## config.mk

```make
export PLATFORM = sky130hd
export DESIGN_NAME = var_isqrt_unit
export DESIGN_NICKNAME = d
export VERILOG_FILES = /design/src/rtl/ln_pkg.sv /design/src/rtl/isqrt_seed_lut.sv /design/src/rtl/var_isqrt_unit.sv
export SDC_FILE = /design/constraint.sdc
export NUM_CORES = 2
export LEC_CHECK = 0
export CAP_MARGIN = 20
export CORE_MARGIN = 1
export CORE_UTILIZATION = 55
export CTS_BUF_LIST = sky130_fd_sc_hd__clkbuf_8
export DETAILED_ROUTE_END_ITERATION = 10
export PLACE_DENSITY = 0.69
export SYNTH_ARGS = -nofsm -noshare
export SYNTH_HDL_FRONTEND = slang
export SYNTH_SLANG_ARGS = --single-unit
```

## constraint.sdc

```tcl
create_clock -name i_clk -period 14.6 [get_ports i_clk]
set_input_delay 1.46 -clock i_clk [delete_from_list [all_inputs] [get_ports i_clk]]
set_output_delay 1.46 -clock i_clk [all_outputs]
set_load 0.02 [all_outputs]
```

## src/rtl/ln_pkg.sv

```systemverilog
// Shared definitions for the variance / inverse-square-root unit: widths, FSM encoding, seed table helper.
package ln_pkg;
    localparam int EX_W       = 16;
    localparam int EX2_W      = 32;
    localparam int ISQRT_W    = 16;
    localparam int ISQRT_FRAC = 15;
    localparam int LUT_DEPTH  = 64;
    localparam int LUT_IDX_W  = 6;
    localparam int M_W        = 8;   // mantissa in [1,4), Q2.6
    localparam int K_W        = 4;
    localparam int T_W        = 20;  // m*y^2 in Q.15, headroom above 3.0
    localparam logic [ISQRT_W-1:0] ISQRT_ONE = 16'h8000;

    typedef enum logic [2:0] {
        ST_IDLE = 3'd0,
        ST_WAIT = 3'd1,
        ST_VAR  = 3'd2,
        ST_NORM = 3'd3,
        ST_SEED = 3'd4,
        ST_NR   = 3'd5,
        ST_DONE = 3'd6
    } state_e;

    // Q1.15 of 1/sqrt((idx+0.5)/16) = floor(sqrt(2^35/(2*idx+1))), capped at 1.0
    function automatic logic [ISQRT_W-1:0] seed_calc(input int idx);
        logic [39:0] num;
        logic [39:0] trial;
        logic [17:0] root;
        num  = 40'h08_0000_0000 / 40'(2 * idx + 1);
        root = 18'd0;
        for (int b = 17; b >= 0; b--) begin
            trial = 40'(root | (18'd1 << b));
            trial = trial * trial;
            if (trial <= num) begin
                root = root | (18'd1 << b);
            end else begin
                root = root;
            end
        end
        if (root >= 18'h08000) begin
            return ISQRT_ONE;
        end else begin
            return root[15:0];
        end
    endfunction
endpackage

```

## src/rtl/isqrt_seed_lut.sv

```systemverilog
// Combinational Newton-Raphson seed: Q2.4 mantissa index -> Q1.15 1/sqrt at the bin centre.
module isqrt_seed_lut
    import ln_pkg::*;
(
    input  logic [LUT_IDX_W-1:0] i_idx,
    output logic [ISQRT_W-1:0]   o_seed
);
    logic [ISQRT_W-1:0] table_s [LUT_DEPTH];

    // Entries below 16 are unreachable for a normalised mantissa and clamp to 1.0
    for (genvar g = 0; g < LUT_DEPTH; g++) begin : g_tbl
        assign table_s[g] = seed_calc(g);
    end

    assign o_seed = table_s[i_idx];
endmodule

```

## src/rtl/var_isqrt_unit.sv

```systemverilog
// Variance E[x^2]-E[x]^2 and Q1.15 1/sqrt(var+1) via LUT seed plus Newton-Raphson.
// Define VAR_ISQRT_NR2_EN for two NR iterations (latency T+8) instead of one (T+6).
module var_isqrt_unit
    import ln_pkg::*;
(
    input  logic                     i_clk,
    input  logic                     i_rstn,
    input  logic                     i_Ex_valid,
    input  logic signed [EX_W-1:0]   i_Ex,
    input  logic                     i_Ex2_valid,
    input  logic [EX2_W-1:0]         i_Ex2,
    output logic                     o_done,
    output logic [EX2_W-1:0]         o_var,
    output logic [ISQRT_W-1:0]       o_isqrt,
    output logic                     o_busy,
    output logic                     o_drop
);
`ifdef VAR_ISQRT_NR2_EN
    localparam logic [1:0] NR_LAST = 2'd3;
`else
    localparam logic [1:0] NR_LAST = 2'd1;
`endif
    localparam logic [T_W-1:0] THREE_Q15 = 20'd98304;

    state_e                  state_q, state_d;
    logic                    ex_flag_q, ex_flag_d, ex2_flag_q, ex2_flag_d;
    logic signed [EX_W-1:0]  ex_q, ex_d;
    logic [EX2_W-1:0]        ex2_q, ex2_d, var_q, var_d;
    logic [M_W-1:0]          m_q, m_d;
    logic [K_W-1:0]          k_q, k_d;
    logic [ISQRT_W-1:0]      y_q, y_d;
    logic [T_W-1:0]          t_q, t_d;
    logic [1:0]              nr_cnt_q, nr_cnt_d;
    logic                    done_q, done_d, busy_q, busy_d, drop_q, drop_d;
    logic [EX2_W-1:0]        var_out_q, var_out_d;
    logic [ISQRT_W-1:0]      isqrt_q, isqrt_d;

    logic signed [31:0]      prod_s;
    logic [32:0]             v_ext_s;
    logic [31:0]             v_s;
    logic [K_W-1:0]          k_s;
    logic [M_W-1:0]          m_s;
    logic [ISQRT_W-1:0]      seed_s;
    logic [47:0]             ysq_s, tprod_s, ynew_wide_s;
    logic [T_W-1:0]          diff_s;
    logic [ISQRT_W-1:0]      ynew_s;

    isqrt_seed_lut u_seed (
        .i_idx  (m_q[M_W-1:2]),
        .o_seed (seed_s)
    );

    // Datapath arithmetic shared by VAR, NORM and NR
    always_comb begin
        prod_s  = ex_q * ex_q;
        v_ext_s = {1'b0, var_q} + 33'd1;
        v_s     = v_ext_s[32] ? 32'hFFFF_FFFF : v_ext_s[31:0];
        k_s     = 4'd0;
        for (int i = 0; i < 32; i++) begin
            if (v_s[i]) begin
                k_s = 4'(i / 2);
            end else begin
                k_s = k_s;
            end
        end
        m_s         = 8'({v_s, 6'b0} >> {k_s, 1'b0});
        ysq_s       = 48'(y_q) * 48'(y_q);
        tprod_s     = ysq_s * 48'(m_q);
        diff_s      = (t_q < THREE_Q15) ? (THREE_Q15 - t_q) : 20'd0;
        ynew_wide_s = 48'(y_q) * 48'(diff_s);
        // (3-t)/2 and the Q.30 -> Q.15 rescale fold into one shift of 16
        ynew_s      = (ynew_wide_s[47:16] > 32'h0000_8000) ? ISQRT_ONE : ynew_wide_s[31:16];
    end

    // Next-state, operand capture and registered-output computation
    always_comb begin
        state_d    = state_q;
        ex_flag_d  = ex_flag_q;
        ex2_flag_d = ex2_flag_q;
        ex_d       = ex_q;
        ex2_d      = ex2_q;
        var_d      = var_q;
        m_d        = m_q;
        k_d        = k_q;
        y_d        = y_q;
        t_d        = t_q;
        nr_cnt_d   = nr_cnt_q;
        case (state_q)
            ST_IDLE, ST_WAIT: begin
                if (i_Ex_valid) begin
                    ex_d      = i_Ex;
                    ex_flag_d = 1'b1;
                end else begin
                    ex_d = ex_q;
                end
                if (i_Ex2_valid) begin
                    ex2_d      = i_Ex2;
                    ex2_flag_d = 1'b1;
                end else begin
                    ex2_d = ex2_q;
                end
                if (ex_flag_q && ex2_flag_q) begin
                    state_d    = ST_VAR;
                    ex_flag_d  = 1'b0;
                    ex2_flag_d = 1'b0;
                end else if (i_Ex_valid || i_Ex2_valid) begin
                    state_d = ST_WAIT;
                end else begin
                    state_d = state_q;
                end
            end
            ST_VAR: begin
                var_d   = (32'(prod_s) > ex2_q) ? 32'd0 : (ex2_q - 32'(prod_s));
                state_d = ST_NORM;
            end
            ST_NORM: begin
                m_d     = m_s;
                k_d     = k_s;
                state_d = ST_SEED;
            end
            ST_SEED: begin
                y_d      = seed_s;
                nr_cnt_d = 2'd0;
                state_d  = ST_NR;
            end
            ST_NR: begin
                if (!nr_cnt_q[0]) begin
                    t_d = 20'(tprod_s >> 21);
                end else begin
                    y_d = ynew_s;
                end
                if (nr_cnt_q == NR_LAST) begin
                    state_d = ST_DONE;
                end else begin
                    nr_cnt_d = nr_cnt_q + 2'd1;
                end
            end
            ST_DONE: begin
                state_d = ST_IDLE;
            end
            default: begin
                state_d = ST_IDLE;
            end
        endcase
        busy_d    = !(state_d inside {ST_IDLE, ST_WAIT});
        drop_d    = !(state_q inside {ST_IDLE, ST_WAIT}) && (i_Ex_valid || i_Ex2_valid);
        done_d    = (state_d == ST_DONE);
        var_out_d = done_d ? var_q : 32'd0;
        isqrt_d   = done_d ? (y_d >> k_q) : 16'd0;
    end

    // State, operand latches, datapath and output registers
    always_ff @(posedge i_clk or negedge i_rstn) begin
        if (!i_rstn) begin
            state_q    <= ST_IDLE;
            ex_flag_q  <= 1'b0;
            ex2_flag_q <= 1'b0;
            ex_q       <= 16'sd0;
            ex2_q      <= 32'd0;
            var_q      <= 32'd0;
            m_q        <= 8'd0;
            k_q        <= 4'd0;
            y_q        <= 16'd0;
            t_q        <= 20'd0;
            nr_cnt_q   <= 2'd0;
            done_q     <= 1'b0;
            busy_q     <= 1'b0;
            drop_q     <= 1'b0;
            var_out_q  <= 32'd0;
            isqrt_q    <= 16'd0;
        end else begin
            state_q    <= state_d;
            ex_flag_q  <= ex_flag_d;
            ex2_flag_q <= ex2_flag_d;
            ex_q       <= ex_d;
            ex2_q      <= ex2_d;
            var_q      <= var_d;
            m_q        <= m_d;
            k_q        <= k_d;
            y_q        <= y_d;
            t_q        <= t_d;
            nr_cnt_q   <= nr_cnt_d;
            done_q     <= done_d;
            busy_q     <= busy_d;
            drop_q     <= drop_d;
            var_out_q  <= var_out_d;
            isqrt_q    <= isqrt_d;
        end
    end

    assign o_done  = done_q;
    assign o_var   = var_out_q;
    assign o_isqrt = isqrt_q;
    assign o_busy  = busy_q;
    assign o_drop  = drop_q;
endmodule
```

==> metrics.txt <==
Ys Warns=0; Post-synth EDFFs=0; largest net degree at the start of global routing=90; synthesized flop and latch total=185; clock sink total=185; asr flop ratio synth=100%; Die Span X=288 µm; Worst slew margin=27.8%; Buf/Inv on CP=5; post_cts resized=0; vias per cell=5.63; Primary FF master, synth=dfrtp_1; WL/cell=18.7 µm; clk_lat worst skew=0.58 ns; Placed Cells incl. Taps=6139; skew final=0.0213 ns; layout cells sized above 1=3.68%; Ports=103; Hold Fails Final Rpt=0; cell area after synthesis=0.0451 mm²; critical path class=reg -> reg; CTS Hold Buffers Added=0; Vias=34800; Max Cap Viol=0; type of origin of the critical path=flip-flop; most frequent cells in the layout=inv_1 (1047), fa_1 (824), nand2_1 (554); Worst Hold Class=reg -> reg; Worst-path clk slew=0.12 ns; Syn Area/Cell=8.83 µm²; Post-CTS Setup Repair Bufs=0; Yosys cell types=99; Tmin final=12.79 ns; GPL Wtd Cong=0.972; Slew Viols, Final=0; Worst Path Required=15.06 ns; GRT overflow=0; Finished Core Util=58.8%; CP endpoint kind=flip-flop; H-tree depth=4; NumNets Final=6370; Layout area overhead=5.36%; Worst-Margin Slew=1.08 ns; initial antenna violation count=0; die height=288 µm; vias in the first global route=36500; final non-filler cell area=0.0475 mm²; RSZ-0062 raised after global routing=false; Die Area=0.0831 mm²; residual DRC count=0; drt first pass iters=6; DRT antenna net count=0; CP max FO=19; Top delay family on crit path=adder cells; sequential fraction of the synthesis area=10.3%; Final HPWL DP=93800 µm; area of the core=0.0808 mm²; commonest non-fill, non-tap cell in the layout=inv_1; Final setup viols=0; status=finished, final reports clean; I/O Buffers=102; DRT iter0 DRCs=2336; Worst EP arrival=13.25 ns; first-pass GRT wire length=191000 µm; CTS tree=yes; placed standard-cell area=0.0471 mm²; f_max=78.2 MHz; Synth Instances=5106; # diodes=0; Critical-path top delay cell=dfrtp_1; global-route total usage across every layer=29.2%; slowest stage delay, CP=0.87 ns; Routed WL=116000 µm; TNS Setup=0 ns; Initial Utilization=55.8%; period utilization=87.6%; Rows=104; cts bufs inserted=17; clk buf depth=2; CP dominant cell by count=fa_1; root buf cell=clkbuf_8; final non-filler cell total=6172
==> cell usage after synthesis (13+ instances only) <==
| cell type | instances | area, µm² |
|---|---|---|
| inv_1 | 1047 | 3930 |
| fa_1 | 824 | 16500 |
| nand2_1 | 555 | 2080 |
| ha_1 | 394 | 4930 |
| and2_1 | 301 | 1880 |
| nor2_1 | 238 | 893 |
| dfrtp_1 | 185 | 4630 |
| clkbuf_1 | 176 | 661 |
| a21oi_1 | 157 | 786 |
| nor3_1 | 145 | 726 |
| o21ai_0 | 142 | 711 |
| xnor2_1 | 95 | 832 |
| xor2_1 | 73 | 639 |
| nand3_1 | 63 | 315 |
| mux2_2 | 49 | 552 |
| a21o_1 | 45 | 338 |
| o31ai_1 | 42 | 315 |
| a211oi_1 | 38 | 285 |
| and3_1 | 37 | 231 |
| mux2i_1 | 37 | 370 |
| nor2b_1 | 30 | 188 |
| nand2b_1 | 29 | 181 |
| a31oi_1 | 25 | 156 |
| or3_1 | 23 | 144 |
| buf_2 | 22 | 110 |
| nor4_1 | 20 | 125 |
| o211ai_1 | 19 | 143 |
| o21a_1 | 17 | 128 |
| buf_1 | 15 | 56.3 |
| o21ai_1 | 15 | 75.1 |
| nand4_1 | 13 | 81.3 |
==> logic make-up after synthesis <==
family	synth area share [%]
other	0.0167
DFF	10.3
muxes	2.22
adders and majority gates	47.5
buffers and inverters	10.8
AOI/OAI and AO/OA	9.57
xor gates and xnor gates	3.26
and+or+nand+nor	16.3
==> flip-flops by register name, indices dropped and copies added (netlist names) <==
signal / flops
nr_cnt_q: 2
ex2_flag_q: 1
ex_q: 16
k_q: 4
o_drop: 1
y_q: 16
t_q: 19
o_done: 1
var_q: 32
ex2_q: 32
o_var: 32
o_isqrt: 16
o_busy: 1
m_q: 8
state_q: 3
ex_flag_q: 1
==> metrics by stage <==
step | setup slack, ns | hold WS, ns
after floorplan | 3.75 | 0.470
after global placement | 2.39 | 0.471
after detailed placement | 1.96 | 0.487
after CTS | 1.93 | 0.513
after global routing | 1.16 | 0.531
final | 1.81 | 0.514
==> layer usage <==
layer  global-route usage (%)  vias up  part of all wire [%]
met2                     49.3     1155                    49
met5                        0        -                     0
met1                     38.0    17400                    41
met4                     11.7        0                   4.0
met3                     4.15      240                   6.3
li1                         -    16000                     -
==> path summary, 6_finish.rpt <==
path	start	depth (start not counted)	endpoint	slack [ns]
min	m_q[7]	2	m_q[7]	0.51
max in group asynchronous	i_rstn	3	m_q[5]	11.66
max reg2reg	y_q[10]	38	t_q[18]	1.81
min in group asynchronous	i_rstn	1	ex_q[13]	0.90
min reg2reg	m_q[7]	2	m_q[7]	0.51
max	y_q[10]	38	t_q[18]	1.81
==> tightest hold or removal path, delay by kind of cell (launching register included) <==
kind               cells  cell delay, ns
AOI/OAI and AO/OA      1            0.05
and+or+nand+nor        1            0.05
DFF                    1            0.38
==> cell type report <==
class                           count  area, µm²
Multi-Input combinational cell   3690      35800
Fill cell                        7215      33300
Sequential cell                   185       4630
Inverter                         1055       3960
Timing Repair Buffer              151       1400
Tap cell                         1060       1330
Clock buffer                       17        234
Clock inverter                     14        174
Power is not shown: default switching activity piles up to over one toggle a cycle in this logic, so the estimate is an artifact.
